==> src/rtl/shift_normalizer.sv <==
// Sequential left-normalizer: shifts one bit per clock until the leading
// significant bit (unsigned) or the bit below the sign (signed) reaches the top.
module shift_normalizer #(
  parameter int WIDTH = 32,
  parameter int CW    = 5
) (
  input  logic             clk,
  input  logic             reset,
  input  logic             start,
  input  logic             signed_mode,
  input  logic [WIDTH-1:0] a,
  output logic             busy,
  output logic             done,
  output logic [WIDTH-1:0] R,
  output logic [CW-1:0]    N,
  output logic             zero
);

  typedef enum logic [1:0] {
    S_IDLE  = 2'd0,
    S_SHIFT = 2'd1,
    S_DONE  = 2'd2
  } state_t;

  state_t           state_q, state_d;
  logic [WIDTH-1:0] sh_q, sh_d;
  logic [CW-1:0]    cnt_q, cnt_d;
  logic             mode_q, mode_d;
  logic [WIDTH-1:0] r_q, r_d;
  logic [CW-1:0]    n_q, n_d;
  logic             zero_q, zero_d;

  logic degen;
  logic term;

  // Signed -1 has no bit to expose below its sign, so it is degenerate like 0.
  assign degen = (a == '0) || (signed_mode && (a == '1));

  assign term = zero_q
             || (!mode_q && sh_q[WIDTH-1])
             || ( mode_q && (sh_q[WIDTH-1] != sh_q[WIDTH-2]))
             || (cnt_q == CW'(WIDTH-1));

  always_ff @(posedge clk or posedge reset) begin
    if (reset) begin
      state_q <= S_IDLE;
      sh_q    <= '0;
      cnt_q   <= '0;
      mode_q  <= 1'b0;
      r_q     <= '0;
      n_q     <= '0;
      zero_q  <= 1'b0;
    end else begin
      state_q <= state_d;
      sh_q    <= sh_d;
      cnt_q   <= cnt_d;
      mode_q  <= mode_d;
      r_q     <= r_d;
      n_q     <= n_d;
      zero_q  <= zero_d;
    end
  end

  always_comb begin
    state_d = state_q;
    sh_d    = sh_q;
    cnt_d   = cnt_q;
    mode_d  = mode_q;
    r_d     = r_q;
    n_d     = n_q;
    zero_d  = zero_q;
    unique case (state_q)
      S_IDLE: begin
        if (start) begin
          sh_d    = a;
          cnt_d   = '0;
          mode_d  = signed_mode;
          zero_d  = degen;
          state_d = S_SHIFT;
        end
      end
      S_SHIFT: begin
        if (term) begin
          r_d     = sh_q;
          n_d     = cnt_q;
          state_d = S_DONE;
        end else begin
          sh_d  = {sh_q[WIDTH-2:0], 1'b0};
          cnt_d = cnt_q + 1'b1;
        end
      end
      S_DONE: begin
        state_d = S_IDLE;
      end
      default: begin
        state_d = S_IDLE;
      end
    endcase
  end

  assign busy = (state_q == S_SHIFT) || (state_q == S_DONE);
  assign done = (state_q == S_DONE);
  assign R    = r_q;
  assign N    = n_q;
  assign zero = zero_q;

endmodule

==> config.mk <==
export PLATFORM = sky130hd
export DESIGN_NAME = shift_normalizer
export DESIGN_NICKNAME = d
export VERILOG_FILES = /design/src/rtl/shift_normalizer.sv
export SDC_FILE = /design/constraint.sdc
export NUM_CORES = 1
export LEC_CHECK = 0
export BUFFER_PORTS_ARGS = -buffer_cell sky130_fd_sc_hd__buf_4
export CAP_MARGIN = 20
export CORE_UTILIZATION = 30
export CTS_BUF_LIST = sky130_fd_sc_hd__clkbuf_2
export CTS_CLUSTER_DIAMETER = 80
export DETAILED_ROUTE_END_ITERATION = 10
export PLACE_DENSITY_LB_ADDON = 0.12
export SYNTH_ARGS = -nofsm -noshare
export SYNTH_HDL_FRONTEND = slang
export SYNTH_SLANG_ARGS = --single-unit
==> constraint.sdc <==
create_clock -name clk -period 5.15 [get_ports clk]
set_clock_uncertainty 0.2 [all_clocks]
set_input_delay 0.515 -clock clk [delete_from_list [all_inputs] [get_ports clk]]
set_output_delay 0.515 -clock clk [all_outputs]
set_load 0.01 [all_outputs]
# --- Word level (Yosys, flattened, before mapping) ---
# Index checks and enable logic that the tools add are counted.
op_classes:
  n_addsub: 1
  order_cmp: 0
  muxes: 9
  eq_ne: 8
  shifts: 0
  n_mul: 0
  bitwise: 0
  reduce_logical: 16
  n_div: 0
op_table:
  columns: ["operator", "count"]
  rows:
  - ["2-to-1 mux 32 bit", 2]
  - ["one-hot mux 32 bit (2 select lines)", 1]
  - ["== test 32 bit (second input constant)", 1]
  - ["zero test 32 bit", 1]
  - ["2-to-1 mux 5 bit", 2]
  - ["one-hot mux 5 bit (2 select lines)", 1]
  - ["inequality test 2 bit (second input constant)", 3]
  - ["AND reduction 2 bit", 3]
  - ["adder 5 x 1 -> 5 bit (second input constant)", 1]
  - ["== test 5 bit (second input constant)", 1]
  - ["logical OR 1 bit", 5]
  - ["2-to-1 mux 2 bit", 2]
  - ["one-hot mux 2 bit (2 select lines)", 1]
  - ["logical AND 1 bit", 3]
  - ["AND reduction 3 bit", 1]
  - ["== test 2 x 1 -> 1 bit (second input constant)", 1]
  - ["== test 2 bit (second input constant)", 1]
  - ["zero test 2 bit", 1]
  - ["nonzero test 2 bit", 1]
  - ["zero test 1 bit", 1]
  - ["inequality test 1 bit", 1]
word_totals:
  inputBits: 36
  latchBits: 0
  mem_bits_ro: 0
  mem_count: 0
  word_cells: 41
  mem_bits_rw: 0
  regBits: 78
  out_inout_bits: 40

# --- Longest topological paths before layout ---
# Gate-level depths: netlist of run 1.
logic_depth:
  depth_word: 7
  ltp_mapped: 8
  mapped_depth_nobuf: 7

# --- Least setup slack after synthesis of run 1 ---
# Ideal clock, no wire load.
synth_timing:
  path_kind: "reg2reg"
  start: "register cnt_q[0]"
  end: "register cnt_q[2]"
  path_stages_with_launch: 9
  required_time_ns: 4.819
  path_buffers: 2
  synth_period_minus_slack_ns: 2.256
  arrival_time_ns: 1.925
  setup_ns: 0.131
  slack_ns: 2.894
  cell_sequence: "dfrtp_1 ha_1 and3_1 ha_1 o41a_1 buf_6 buf_6 o31ai_2 o31ai_1"
synth_between:
  elab_chain_len: 4
  word_cells_on_any_way: 7
  cone_classes: "add/sub (1); eq/ne (2); mux (2); reduce/logical (2)"
synth_lines:
  columns: ["item", "line", "source"]
  rows:
  - ["from (decl)", "27", "logic [CW-1:0] cnt_q, cnt_d;"]
  - ["from (signal assigned)", "56", "cnt_q <= cnt_d;"]
  - ["parallel branches: the longest is 4 deep, another holds adder 5 x 1 -> 5 bit", null, null]
# Parallel ways; which one is timed is not known. The select of a mux whose other input is x is not followed.
# A chain may end at the register's enable or synchronous reset.

# --- Worst setup path after layout of run 1 ---
layout_timing:
  start: "register state_q[1]"
  end: "register sh_q[14]"
layout_between:
  elab_chain_len: 3
  word_cells_on_any_way: 7
  cone_classes: "eq/ne (3); mux (1); reduce/logical (3)"
layout_lines:
  columns: ["item", "line", "source"]
  rows:
  - ["from (decl)", "25", "state_t state_q, state_d;"]
  - ["from (signal assigned)", "54", "state_q <= state_d;"]
  - ["== test 2 x 1 -> 1 bit / zero test 2 bit (equally long branches)", "72", "unique case (state_q)"]
  - ["inequality test 2 bit (no source line) / nonzero test 2 bit (equally long branches)", null, null]
  - ["AND reduction 3 bit (no source line)", null, null]
  - ["to (signal assigned)", "47", "sh_q <= '0;"]
  - ["to (signal assigned)", "55", "sh_q <= sh_d;"]
  - ["to (decl)", "26", "logic [WIDTH-1:0] sh_q, sh_d;"]
# Parallel ways exist; a longest one is shown, timed or not.

==> results of run 1 <==
[report_power, final]
group | total [W] | internal [W] | switching [W] | leakage [nW]
combinational | 0.00128 | 0.000537 | 0.000742 | 1.11
sequential | 0.00106 | 0.000882 | 0.000180 | 0.994
clock | 0.000369 | 0.000153 | 0.000216 | 0.0713
[tightest hold or removal path, cell delays in order]
cell and delay [ns]:
buf_4 0.10, mux2i_1 0.06, o21ai_0 0.13
[path summary, 6_finish.rpt]
| check | start | end |
|---|---|---|
| setup / recovery | state_q[1] | sh_q[14] |
| hold / removal | a[9] | sh_q[9] |
| setup reg to reg | state_q[1] | sh_q[14] |
| hold reg to reg | sh_q[11] | R[11] |
| max in group asynchronous | reset | mode_q |
| min in group asynchronous | reset | R[18] |
[per-stage QoR]
step	area, um^2	utilization (%)	hold WS, ns
after floorplan	3580	-	0.254
after global placement	4260	37.0	0.264
after detailed placement	4260	37.0	0.265
after CTS	4390	38.1	0.0220
after global routing	4420	38.4	0.0299
final	4420	38.4	0.0602
[kinds of logic after synthesis]
kind of cell | synth area share, %
AOI/OAI and AO/OA | 12.1
buffers and inverters | 3.63
adders and majority gates | 2.10
muxes | 9.93
DFF | 54.5
and+or+nand+nor | 17.7
[state kept, by name (all words and copies together), names as in the netlist]
name	count
N	5
R	32
cnt_q	5
mode_q	1
sh_q	32
state_q	2
zero	1
[area by class of cell]
cell class | instances | area share, %
tap | 143 | 4.05
clock inverter | 5 | 1.73
sequential | 78 | 44.2
multi-input combinational | 263 | 34.3
clock buffer | 9 | 1.02
inverter | 3 | 0.255
timing repair buffer | 83 | 14.5
[synthesized netlist by cell type]
cell,number
inv_1,3
and3_1,2
o21ai_1,4
nand2b_1,3
nor4_1,10
dfrtp_1,78
nand3_1,3
a21o_1,1
mux2_2,4
ha_1,6
clkbuf_1,9
nand2_1,112
a22o_1,3
o31ai_2,1
o41a_1,1
nor2_1,1
buf_6,2
buf_2,11
nor2b_1,2
nand4_1,7
o21ai_0,60
mux2i_1,31
o41ai_2,1
o311ai_1,1
and3b_1,1
buf_4,1
nand4bb_1,1
a21oi_1,3
and4_1,2
nor3b_1,1
o31ai_1,1
a21boi_0,1
[repair_timing]
action                                 4_1_cts  5_1_grt
resized for setup                            0        0
endpoints found under the hold margin       37        1
hold buffers                                 1        1
[per-layer routing]
| layer | vias up | track usage (%) | part of all wire, % | wire [um] |
|---|---|---|---|---|
| li1 | 1403 | - | - | - |
| met1 | 1413 | 22.3 | 49 | 4620 |
| met2 | 63 | 25.3 | 46 | 4310 |
| met3 | 10 | 3.88 | 3.5 | 330 |
| met4 | 0 | 5.14 | 1.3 | 121 |
| met5 | - | 0 | 0 | 0 |
==> impl_metrics.py, run 1 <==
metrics = {
    "critical_path": {
        "critPathBufInv": 3,
        "crit_top_cell": "buf_4",
        "end_kind": "flop",
        "slowest_stage": "ha_2",
        "ff2ff_setup_slack_ns": 2.06,
        "cp_cell_sequence": "inv_1 > ha_2 > buf_4 > o41ai_4 > nand2b_1 > buf_4 > o21ai_0",
        "cp.depth": 7,
        "crit_required_ns": 5.36,
        "slowest_delay_ns": 0.61,
        "crit_family": "buffers and inverters",
        "critPathLaunchType": "flop",
        "crit_type": "flop to flop",
        "path_max_fanout": 21,
        "r2r_cells": 7,
        "cp.arrival_ns": 3.30,
    },
    "status": {
        "outcome": "finished with violations",
        "violations": "DRC",
    },
    "global_route": {
        "grt_pass1_wl_mm": 15.6,
        "overflow": 0,
        "grt_start_max_net_pins": 71,
        "grtUsageTotal_pct": 16.3,
        "first_global_vias": 2922,
        "antenna_found_initial": 0,
    },
    "yosys": {
        "syn_inst": 367,
        "synth.top_cell.area_share_pct": 54.5,
        "synth_top_area_cell": "dfrtp_1",
        "netlist_area_um2": 3580,
        "syn_area_per_cell_um2": 9.75,
        "syn_nets": 409,
        "ys_top_cells_by_area": "dfrtp_1, nand2_1, mux2i_1, o21ai_0, ha_1",
        "synth_cell_types": 32,
        "yosys_warnings": 0,
        "yosysSeqAreaShare_pct": 54.5,
        "ys_seq_elements": 78,
    },
    "placed_design": {
        "hpwl_mm": 6.34,
        "place.gp.congestion": 0.708,
        "port_buffers": 75,
        "dp_slack_ns": 1.93,
        "dp.cells": 567,
    },
    "routing": {
        "vias": 2889,
        "drtAntennaViolNets": 0,
        "dr.pass1.iters": 7,
        "vias_per_cell": 4.95,
        "drc": 16,
        "routedWlPerCell_um": 16.1,
        "drt-total-wl_mm": 9.39,
        "drt_iter0_markers": 132,
    },
    "power": {
        "power.leakage_nw": 2.18,
        "ir_drop_mv": 0.266,
        "p_total_w": 0.00271,
        "power_density_nw_per_um2": 613,
    },
    "timing": {
        "slew_violations": 0,
        "rsz0062_at_grt": "false",
        "setup_tns_ns": 0,
        "hold_viol_final": 0,
        "fin_ws_ns": 2.06,
        "post-route-min-period_ns": 3.09,
        "finalCritPeriodShare_pct": 59.9,
        "slew_headroom_pct": 45.8,
        "max_freq_ghz": 0.324,
        "setup_viol": 0,
        "worstMarginPinSlew_ns": 0.812,
    },
    "worst_hold_path": {
        "holdPathStages": 3,
        "hold_path_class": "primary input to flop",
    },
    "floorplan": {
        "start_util_pct": 31.1,
        "fp.dieArea_um2": 12400,
        "die_w_um": 111,
        "num_rows": 39,
        "io_pins": 76,
        "die_h_um": 111,
        "fp.coreArea_um2": 11500,
    },
    "clocking": {
        "path_clk_slew_ns": 0.24,
        "clockRootBuffer": "clkbuf_2",
        "cts_setup_buffers": 0,
        "tritoncts": "built",
        "cts_buffer_depth": 2,
        "numCtsBuffers": 9,
        "clk_latency_ns": 0.55,
        "cts.sinks": 78,
        "cts.htree.levels": 3,
    },
    "layout": {
        "syn2layout_area_growth_pct": 23.5,
        "drive_above_1_share_pct": 23.6,
        "nFillCells": 1198,
        "instances_no_fill": 584,
        "layout.cells.most_common_list": "nand2_1, buf_4, dfrtp_1",
        "multi_input_area_um2": 1520,
        "insertedDiodeCount": 0,
        "final_common_cell": "nand2_1",
        "seq_area_um2": 1950,
        "finalNetCount": 480,
    },
    "flow_run": {
        "max_cap_viol_count": 0,
    },
}
(Power assumes the default switching activity.)
==> inputs of run 2 (changes only) <==
==> constraint.sdc (replaced) <==
create_clock -name clk -period 2.6 [get_ports clk]
set_clock_uncertainty 0.2 [all_clocks]
set_input_delay 0.26 -clock clk [delete_from_list [all_inputs] [get_ports clk]]
set_output_delay 0.26 -clock clk [all_outputs]
set_load 0.01 [all_outputs]
==> run 2 against run 1 <==
The flow still finishes with violations (DRC). Sequential share of layout area fell by 3.4 points. Hold slack improved by 0.11 ns. Non-clock buffer count rose by 41. Largest power group unchanged. Highest routed layer unchanged. Combinational power rose by 100%.
==> impl_metrics.py, run 2 (synthesis results as in run 1) <==
metrics = {
    "status": {
        "outcome": "finished with violations",
        "violations": "DRC",
    },
    "critical_path": {
        "worst_setup_path_startpoint": "cnt_q[1]",
        "ff2ff_setup_slack_ns": 0.15,
        "crit_required_ns": 2.82,
        "end_kind": "flop",
        "cp.arrival_ns": 2.67,
        "path_max_fanout": 33,
        "r2r_cells": 7,
        "r2r_start": "cnt_q[1]",
        "critPathLaunchType": "flop",
        "r2r_end": "cnt_q[2]",
        "cp-endpoint": "cnt_q[2]",
        "crit_type": "flop to flop",
    },
    "clocking": {
        "tritoncts": "built",
        "cts_setup_buffers": 0,
        "path_clk_slew_ns": 0.25,
        "clockRootBuffer": "clkbuf_2",
        "clk_latency_ns": 0.54,
        "cts_buffer_depth": 2,
        "cts.htree.levels": 3,
        "cts.sinks": 78,
        "numCtsBuffers": 9,
    },
    "power": {
        "p_total_w": 0.00538,
        "power_density_nw_per_um2": 1120,
        "p_sw_share_pct": 42.2,
        "seqPwrFrac_pct": 39.1,
        "power_frac_clock_pct": 12.2,
        "ir_drop_mv": 0.593,
        "comb_power_share_pct": 48.7,
        "power.leakage_nw": 2.35,
        "p_switching_w": 0.00227,
        "p_int_w": 0.00311,
    },
    "layout": {
        "instances_no_fill": 626,
        "syn2layout_area_growth_pct": 33.9,
        "drive_above_1_share_pct": 23.0,
        "stdcell_area_um2": 4790,
        "finalNetCount": 521,
        "insertedDiodeCount": 0,
        "final_common_cell": "nand2_1",
        "layout.cells.most_common_list": "nand2_1, buf_4, dfrtp_1",
    },
    "routing": {
        "routedWlPerCell_um": 15.4,
        "drc": 16,
        "drt_iter0_markers": 108,
        "drt-total-wl_mm": 9.65,
        "drtAntennaViolNets": 0,
        "vias": 3047,
        "vias_per_cell": 4.87,
        "dr.pass1.iters": 7,
    },
    "placed_design": {
        "port_buffers": 75,
        "placed_area_um2": 4310,
        "place.gp.congestion": 0.785,
        "hpwl_mm": 6.41,
        "dp.cells": 574,
    },
    "global_route": {
        "grtUsageTotal_pct": 16.6,
        "grt_start_max_net_pins": 40,
        "overflow": 0,
        "grt_pass1_wl_mm": 16.2,
        "first_global_vias": 3089,
        "antenna_found_initial": 0,
    },
    "timing": {
        "setup_tns_ns": 0,
        "slew_headroom_pct": 64.3,
        "hold_viol_final": 0,
        "finalCritPeriodShare_pct": 94.2,
        "rsz0062_at_grt": "false",
        "post-route-min-period_ns": 2.45,
        "setup_viol": 0,
        "slew_violations": 0,
        "worstMarginPinSlew_ns": 0.531,
        "max_freq_ghz": 0.408,
    },
    "worst_hold_path": {
        "hold_path_class": "primary input to async pin",
    },
    "floorplan": {
        "fp.coreArea_um2": 11500,
        "die_w_um": 111,
        "num_rows": 39,
        "io_pins": 76,
        "fp.dieArea_um2": 12400,
        "die_h_um": 111,
        "start_util_pct": 31.1,
    },
    "flow_run": {
        "max_cap_viol_count": 0,
    },
}
==> run 2: what timing repair did <==
action,CTS,global route
hold buffers,37,0
setup endpoints to repair,0,1
endpoints found under the hold margin,113,0
resized for setup,0,1
==> run 2: layer usage <==
metal | global-route usage [%] | share of wire [%]
met5 | 0 | 0
met4 | 5.59 | 1.5
met3 | 2.84 | 3.4
met2 | 26.5 | 47
met1 | 22.9 | 48
==> run 2: cell type report <==
| type | count | area [um^2] |
|---|---|---|
| clock buffers | 9 | 45.0 |
| clock inverters | 6 | 62.6 |
| fillers | 1151 | 6720 |
| inverters | 3 | 11.3 |
| multi-input cells | 263 | 1520 |
| flip-flops and latches | 78 | 1950 |
| well taps | 143 | 179 |
| repair buffers | 124 | 1030 |
==> run 2: worst min-delay path by stage <==
stage / slack (ns) / cells after the start / endpoint / start
2_1_floorplan: 0.21 / 1 / mode_q / signed_mode
3_3_place_gp: 0.23 / 3 / R[15] / reset
3_5_place_dp: 0.24 / 3 / R[15] / reset
4_1_cts: 0.18 / 4 / R[9] / reset
5_1_grt: 0.19 / 4 / R[13] / reset
6_report: 0.17 / 4 / R[13] / reset
==> run 2: power by group through the flow <==
stage / logic [W] / clock network, W / registers [W]
after floorplan: 0.00164 / 0 / 0.00215
after global routing: 0.00299 / 0.000740 / 0.00219
after global placement: 0.00255 / 0 / 0.00213
final: 0.00262 / 0.000654 / 0.00211
after CTS: 0.00266 / 0.000679 / 0.00211
after detailed placement: 0.00259 / 0 / 0.00214
==> run 2: worst max-delay path: stages, from the launching register on <==
cell and delay, ns:
dfrtp_1 0.46, ha_1 0.22, and3_1 0.19, ha_1 0.23
o41a_2 0.49, buf_4 0.24, o31ai_2 0.24, o31ai_1 0.09
==> run 2: metrics by stage <==
step,worst slack (ns),hold slack (ns),util [%]
2_1_floorplan,0.145,0.210,-
3_3_place_gp,0.125,0.229,37.4
3_5_place_dp,0.0614,0.240,37.4
4_1_cts,0.0221,0.175,41.6
5_1_grt,0.00774,0.188,41.6
6_report,0.151,0.166,41.6
